## src/rtl/polyphase_pkg.sv

```systemverilog
// Shared types and helpers for the halfband decimator controller and its MAC.
// Latency: none (package of constants, the FSM state type and a pure function).
// Backpressure: not applicable.
package polyphase_pkg;

  // Default geometry: 8 symmetric even-tap pairs, centre tap at index 15.
  localparam int NPAIRS = 8;
  localparam int C      = 2 * NPAIRS - 1;

  typedef enum logic [1:0] {
    IDLE = 2'd0,
    MAC  = 2'd1,
    OUT  = 2'd2
  } state_t;

  // Round half up, arithmetic shift right, then clamp to a signed width-bit range.
  function automatic longint round_sat(input longint acc, input int shift, input int width);
    longint v;
    longint hi;
    longint lo;
    v  = (acc + (64'sd1 <<< (shift - 1))) >>> shift;
    hi = (64'sd1 <<< (width - 1)) - 64'sd1;
    lo = -(64'sd1 <<< (width - 1));
    if (v > hi) begin
      v = hi;
    end else if (v < lo) begin
      v = lo;
    end
    return v;
  endfunction

endpackage

```

## src/rtl/sym_preadd_mac.sv

```systemverilog
// Symmetric pre-add, multiply and accumulate with one product register in front of the accumulator.
// Latency: a product issued with i_en lands in o_acc two edges later.
// Backpressure: none; the controller owns sequencing through i_en and i_clr.
module sym_preadd_mac #(
  parameter int SAMPLE_WIDTH = 6,
  parameter int COEF_WIDTH   = 16,
  parameter int ACC_WIDTH    = 28
) (
  input  logic                          clk,
  input  logic                          reset,
  input  logic                          i_clr,
  input  logic                          i_en,
  input  logic signed [SAMPLE_WIDTH-1:0] i_a,
  input  logic signed [SAMPLE_WIDTH-1:0] i_b,
  input  logic signed [COEF_WIDTH-1:0]   i_coef,
  output logic signed [ACC_WIDTH-1:0]    o_acc
);

  localparam int PRE_W  = SAMPLE_WIDTH + 1;
  localparam int PROD_W = PRE_W + COEF_WIDTH;

  logic signed [PRE_W-1:0]  w_pre;
  logic signed [PROD_W-1:0] w_prod;
  logic signed [PROD_W-1:0] r_prod;
  logic                     r_prod_vld;
  logic signed [ACC_WIDTH-1:0] r_acc;

  // The pre-add is one bit wider than a sample so the pair sum cannot overflow.
  assign w_pre  = PRE_W'(i_a) + PRE_W'(i_b);
  assign w_prod = PROD_W'(w_pre) * PROD_W'(i_coef);

  // Register the product, then fold it into the accumulator on the following edge.
  always_ff @(posedge clk or negedge reset) begin
    if (!reset) begin
      r_prod     <= '0;
      r_prod_vld <= 1'b0;
      r_acc      <= '0;
    end else begin
      r_prod_vld <= i_en & ~i_clr;
      if (i_en) begin
        r_prod <= w_prod;
      end
      if (i_clr) begin
        r_acc <= '0;
      end else if (r_prod_vld) begin
        r_acc <= r_acc + ACC_WIDTH'(r_prod);
      end
    end
  end

  assign o_acc = r_acc;

endmodule

```

## src/rtl/halfband_decim_mac_scheduler.sv

```systemverilog
// Decimate-by-2 halfband FIR controller sharing one pre-add/MAC over the symmetric pairs and centre tap.
// Latency: valid_out rises NPAIRS+2 clocks after the triggering accept edge.
// Backpressure: ready_in is low outside IDLE; the output is held until ready_out.
module halfband_decim_mac_scheduler
  import polyphase_pkg::*;
#(
  parameter int SAMPLE_WIDTH = 6,
  parameter int TAPS         = 2 * C + 1,
  parameter int COEF_WIDTH   = 16,
  parameter int COEFS [(TAPS+1)/4] = '{-9, 27, -69, 151, -296, 560, -1108, 8936},
  parameter int CENTER_COEF  = 16384,
  parameter int OUT_SHIFT    = 15,
  parameter int ACC_WIDTH    = 28
) (
  input  logic                           clk,
  input  logic                           reset,
  input  logic                           valid_in,
  output logic                           ready_in,
  input  logic signed [SAMPLE_WIDTH-1:0] data_in,
  output logic                           valid_out,
  input  logic                           ready_out,
  output logic signed [SAMPLE_WIDTH-1:0] data_out,
  output logic                           busy
);

  localparam int P_NPAIRS = (TAPS + 1) / 4;
  localparam int P_C      = (TAPS - 1) / 2;
  localparam int IDX_W    = $clog2(P_NPAIRS + 1);
  localparam int FILL_W   = $clog2(TAPS + 1);

  state_t                         r_state;
  state_t                         w_state_nxt;
  logic signed [SAMPLE_WIDTH-1:0] r_x [TAPS];
  logic [FILL_W-1:0]              r_fill;
  logic [FILL_W-1:0]              w_fill_nxt;
  logic                           r_phase;
  logic [IDX_W-1:0]               r_idx;
  logic                           r_vld;
  logic                           w_accept;
  logic                           w_trig;
  logic                           w_mac_clr;
  logic                           w_mac_en;
  logic signed [SAMPLE_WIDTH-1:0] w_op_a;
  logic signed [SAMPLE_WIDTH-1:0] w_op_b;
  logic signed [COEF_WIDTH-1:0]   w_coef;
  logic signed [ACC_WIDTH-1:0]    w_acc;

  assign ready_in   = (r_state == IDLE);
  assign w_accept   = valid_in && ready_in;
  assign w_fill_nxt = (r_fill == FILL_W'(TAPS)) ? r_fill : r_fill + 1'b1;
  // Phase after the accept is the inverse of the current phase, so trigger on current phase 0.
  assign w_trig     = w_accept && (w_fill_nxt == FILL_W'(TAPS)) && !r_phase;

  // Delay line, fill count and decimation phase advance only on accepted samples.
  always_ff @(posedge clk or negedge reset) begin
    if (!reset) begin
      for (int k = 0; k < TAPS; k++) begin
        r_x[k] <= '0;
      end
      r_fill  <= '0;
      r_phase <= 1'b0;
    end else if (w_accept) begin
      r_x[0] <= data_in;
      for (int k = 1; k < TAPS; k++) begin
        r_x[k] <= r_x[k-1];
      end
      r_fill  <= w_fill_nxt;
      r_phase <= ~r_phase;
    end
  end

  // FSM state register.
  always_ff @(posedge clk or negedge reset) begin
    if (!reset) begin
      r_state <= IDLE;
    end else begin
      r_state <= w_state_nxt;
    end
  end

  // Next state plus MAC clear/enable: clear on the trigger, one product per MAC cycle.
  always_comb begin
    w_state_nxt = r_state;
    w_mac_clr   = 1'b0;
    w_mac_en    = 1'b0;
    case (r_state)
      IDLE: begin
        if (w_trig) begin
          w_state_nxt = MAC;
          w_mac_clr   = 1'b1;
        end
      end
      MAC: begin
        w_mac_en = 1'b1;
        if (r_idx == IDX_W'(P_NPAIRS)) begin
          w_state_nxt = OUT;
        end
      end
      OUT: begin
        if (r_vld && ready_out) begin
          w_state_nxt = IDLE;
        end
      end
      default: begin
        w_state_nxt = IDLE;
      end
    endcase
  end

  // Pair index walks 0..NPAIRS during MAC; the last step is the centre tap.
  always_ff @(posedge clk or negedge reset) begin
    if (!reset) begin
      r_idx <= '0;
    end else if (w_mac_clr) begin
      r_idx <= '0;
    end else if (r_state == MAC) begin
      r_idx <= r_idx + 1'b1;
    end
  end

  // Operand select: symmetric pair for idx < NPAIRS, centre tap alone otherwise.
  always_comb begin
    w_op_a = r_x[P_C];
    w_op_b = '0;
    w_coef = COEF_WIDTH'(CENTER_COEF);
    for (int i = 0; i < P_NPAIRS; i++) begin
      if (r_idx == IDX_W'(i)) begin
        w_op_a = r_x[2*i];
        w_op_b = r_x[TAPS-1-2*i];
        w_coef = COEF_WIDTH'(COEFS[i]);
      end
    end
  end

  sym_preadd_mac #(
    .SAMPLE_WIDTH (SAMPLE_WIDTH),
    .COEF_WIDTH   (COEF_WIDTH),
    .ACC_WIDTH    (ACC_WIDTH)
  ) u_mac (
    .clk    (clk),
    .reset  (reset),
    .i_clr  (w_mac_clr),
    .i_en   (w_mac_en),
    .i_a    (w_op_a),
    .i_b    (w_op_b),
    .i_coef (w_coef),
    .o_acc  (w_acc)
  );

  // The first OUT cycle lets the last product drain into the accumulator, then valid rises.
  always_ff @(posedge clk or negedge reset) begin
    if (!reset) begin
      r_vld <= 1'b0;
    end else if (r_state == OUT) begin
      if (!r_vld) begin
        r_vld <= 1'b1;
      end else if (ready_out) begin
        r_vld <= 1'b0;
      end
    end
  end

  assign valid_out = r_vld;
  assign data_out  = r_vld ? SAMPLE_WIDTH'(round_sat(longint'(w_acc), OUT_SHIFT, SAMPLE_WIDTH)) : '0;
  assign busy      = (r_state != IDLE);

endmodule

```

## config.mk

```make
export PLATFORM = sky130hd
export DESIGN_NAME = halfband_decim_mac_scheduler
export DESIGN_NICKNAME = d
export VERILOG_FILES = /design/src/rtl/polyphase_pkg.sv /design/src/rtl/sym_preadd_mac.sv /design/src/rtl/halfband_decim_mac_scheduler.sv
export SDC_FILE = /design/constraint.sdc
export NUM_CORES = 1
export LEC_CHECK = 0
export CAP_MARGIN = 10
export CORE_ASPECT_RATIO = 1.5
export CORE_MARGIN = 4
export CORE_UTILIZATION = 43
export DETAILED_ROUTE_END_ITERATION = 7
export PLACE_DENSITY_LB_ADDON = 0.1
export SLEW_MARGIN = 20
export SYNTH_ARGS = -nofsm -noshare
export SYNTH_HDL_FRONTEND = slang
export SYNTH_SLANG_ARGS = --single-unit
```

## constraint.sdc

```tcl
create_clock -name clk -period 9.7 [get_ports clk]
set_input_delay 0.97 -clock clk [delete_from_list [all_inputs] [get_ports clk]]
set_output_delay 0.97 -clock clk [all_outputs]
set_load 0.05 [all_outputs]
```

==> impl_results.md <==
* Core Box Area at 0.0376 sq mm
* Cell count of the worst reg-to-reg path at 33
* DRC Markers at 0
* Initial detailed-routing violation count at 593
* FFs w/ async S/R, synth at 100%
* Post-DP HPWL at 30.1 mm
* Leading post-synthesis cells by cell area: dfrtp_1 38%, nand2_1 16%, fa_1 11%
* # Max-Cap Violations at 0
* Placer's final routability congestion estimate at 0.856
* Number of nets with antenna violations after routing at 0
* CP max-delay cell: ha_1
* Largest net degree at the start of global routing at 90
* Worst hold path class: input pin to async pin
* Initial Util at 43.5%
* Number of storage elements in the synthesis netlist at 251
* Floorplan die height at 247 um
* Crit path capture type: flop
* Biggest cell delay along the critical path at 0.67 ns
* Total nets after synthesis at 2,150
* Final Cycle Share at 86.5%
* Outcome: finished, final reports clean
* Worst rel slew slack at 37.2%
* Dominant combinational cell family by area after synthesis: simple AND/OR/NAND/NOR gates
* CTS hold repair buffers at 0
* Data required time of the critical path at 10.17 ns
* Via count of the first global-routing pass at 13,047
* Buffer depth of the longest clock path at 3
* Most instantiated flip-flop cell in the synthesis netlist: dfrtp_1
* # port buffers at 18
* Aggregate global-route resource usage at 19.9%
* First-pass GRT wire length at 67.0 mm
* Area added between synthesis and finish at 9.91%
* TritonCTS clock tree: built
* Proportion of synthesized area in mux cells at 1.59%
* Biggest area consumer among synthesized cells: dfrtp_1
* Max Clock Freq at 119 MHz
* Unrepaired setup endpoints after global routing: false
* Antenna diode count at 0
* Final hold vios at 0
* Clock sink count at 251
* Via-per-instance ratio at 5.19
* Final-layout setup total negative slack at 0 ns
* Flop-to-flop setup slack at 1.31 ns
* Number of buffers created by CTS at 28
* Number of synthesized flops with an enable pin at 0
* I/O pin count at 19
* Minimum clock period after layout at 8.39 ns
* Worst Setup Start Kind: flop
* Source-to-sink clock delay at the later pin of the worst-skew pair at 0.56 ns
* Warnings, synthesis at 0
* Max Transition Viols Final at 0
* XOR/XNOR share of the synthesized area at 3.11%
* Syn_area_per_cell at 8.30 sq um
* Die area at 0.0413 sq mm
* Routed WL at 40.4 mm
* Worst Path Class, Setup: flop to flop
* Compound-Gate Fraction of Synth Area at 10.5%
* FF-to-FF Start: r_idx[1]
* Total number of vias at 12,773
* Horizontal extent of the die at 167 um
* Dominant cell by count in the synthesized netlist: nand2_1
* Share of post-route cells with drive strength above 1 at 4.72%
* Post-CTS sizing at 0
* Worst-Margin Slew at 0.930 ns
* Destination of the worst register-to-register timing path: u_mac.r_prod[21]
* Synth top cells by count: 691 x nand2_1, 251 x dfrtp_1, 150 x inv_1
* Clock H-tree levels at 1
* Final-report setup violation count at 0
* Remaining global-route overflow at 0
* Reg clk slew, reported paths at 0.07 ns
* Site Rows at 87
* Drt first pass iters at 5
* Critical Path Most Common Cell: inv_1
* Arrival time at the worst endpoint at 8.85 ns
* # Post-CTS Setup Buffers at 0
* Synth cell types at 62
* Adder-Cell Fraction of Synth Area at 17.0%
* Portion of the post-synthesis area used by sequential elements at 38.4%
* Top cell type's share of synthesized area at 38.4%
* Antenna violations before repair at 0
* Share of synthesized cell area in and, or, nand and nor gates at 23.8%
* Final nets at 2,134
* Synthesized instance count at 1,969
* Root buffer cell: clkbuf_16
* Worst Clk Skew at 0.0112 ns
* Synthesized area at 0.0163 sq mm
* Post-DR wirelength/cell at 16.4 um
* Top fanout value on the critical path at 19
[registers in the layout, summed over array words and instances (netlist names)]
| name | count |
|---|---|
| r_state | 2 |
| u_mac.o_acc | 28 |
| u_mac.r_prod | 23 |
| r_phase | 1 |
| r_idx | 4 |
| valid_out | 1 |
| r_fill | 5 |
| u_mac.r_prod_vld | 1 |
| r_x | 186 |
[stage by stage]
step | worst slack, ns | util (%) | hold slack [ns] | instance area, sq um | std cells
2_1_floorplan | 2.04 | - | 0.439 | 16300 | 1969
3_3_place_gp | 1.48 | 45.2 | 0.445 | 17000 | 2412
3_5_place_dp | 1.33 | 45.2 | 0.451 | 17000 | 2412
4_1_cts | 1.30 | 47.8 | 0.336 | 18000 | 2461
5_1_grt | 0.566 | 47.8 | 0.366 | 18000 | 2461
6_report | 1.31 | 47.8 | 0.340 | 18000 | 2461
[metal layers]
metal	GRT usage, %	vias to the layer above	routed length (um)
met5	0	-	0
met4	8.96	0	2030
met3	1.86	87	1160
li1	-	6311	-
met1	21.9	6175	15300
met2	38.3	200	21900
[worst max-delay path: cells and delay by family (launching register included)]
family,cells,cell delay [ns]
AO/OA/AOI/OAI,12,2.65
XOR/XNOR,1,0.15
adder cells (fa/ha/maj),7,3.15
buffers and inverters,7,0.61
flip-flops,1,0.41
AND/OR/NAND/NOR,6,1.31
[cell usage in the layout (no fill, tap or decap), types with 22 or more instances in the layout]
cell type    n
a21oi_1     71
clkbuf_16   29
dfrtp_1    251
fa_1        86
ha_1        85
inv_1      150
nand2_1    690
nor2_1     140
nor3_1      22
o21ai_0     52
xnor2_1     42
[cell families after synthesis]
kind of cell,Yosys count
buffers and inverters,238
AO/OA/AOI/OAI,270
AND/OR/NAND/NOR,956
multiplexers,25
flip-flops,251
XOR/XNOR,58
adder cells (fa/ha/maj),171
[cell type report]
class / count / area [sq um]
Sequential cell: 251 / 6280
Multi-Input combinational cell: 1480 / 9180
Clock buffer: 35 / 808
Inverter: 154 / 578
Tap cell: 489 / 612
Clock inverter: 14 / 164
Fill cell: 3747 / 19600
Timing Repair Buffer: 38 / 335
[worst max path at each step]
| stage | startpoint | end | slack [ns] | cells after the start |
|---|---|---|---|---|
| finish | r_idx[1] | u_mac.r_prod[21] | 1.31 | 33 |
| global route | r_idx[1] | u_mac.r_prod[21] | 0.57 | 39 |
| CTS | r_idx[1] | u_mac.r_prod[21] | 1.30 | 33 |
| detailed placement | r_idx[1] | u_mac.r_prod[21] | 1.33 | 35 |
| global placement | r_idx[1] | u_mac.r_prod[21] | 1.48 | 33 |
| floorplan | r_idx[0] | u_mac.r_prod[21] | 2.04 | 33 |
Power is left out: the tool's default activity adds up to more than one toggle a clock period on the data nets, which glitch-free logic cannot reach.
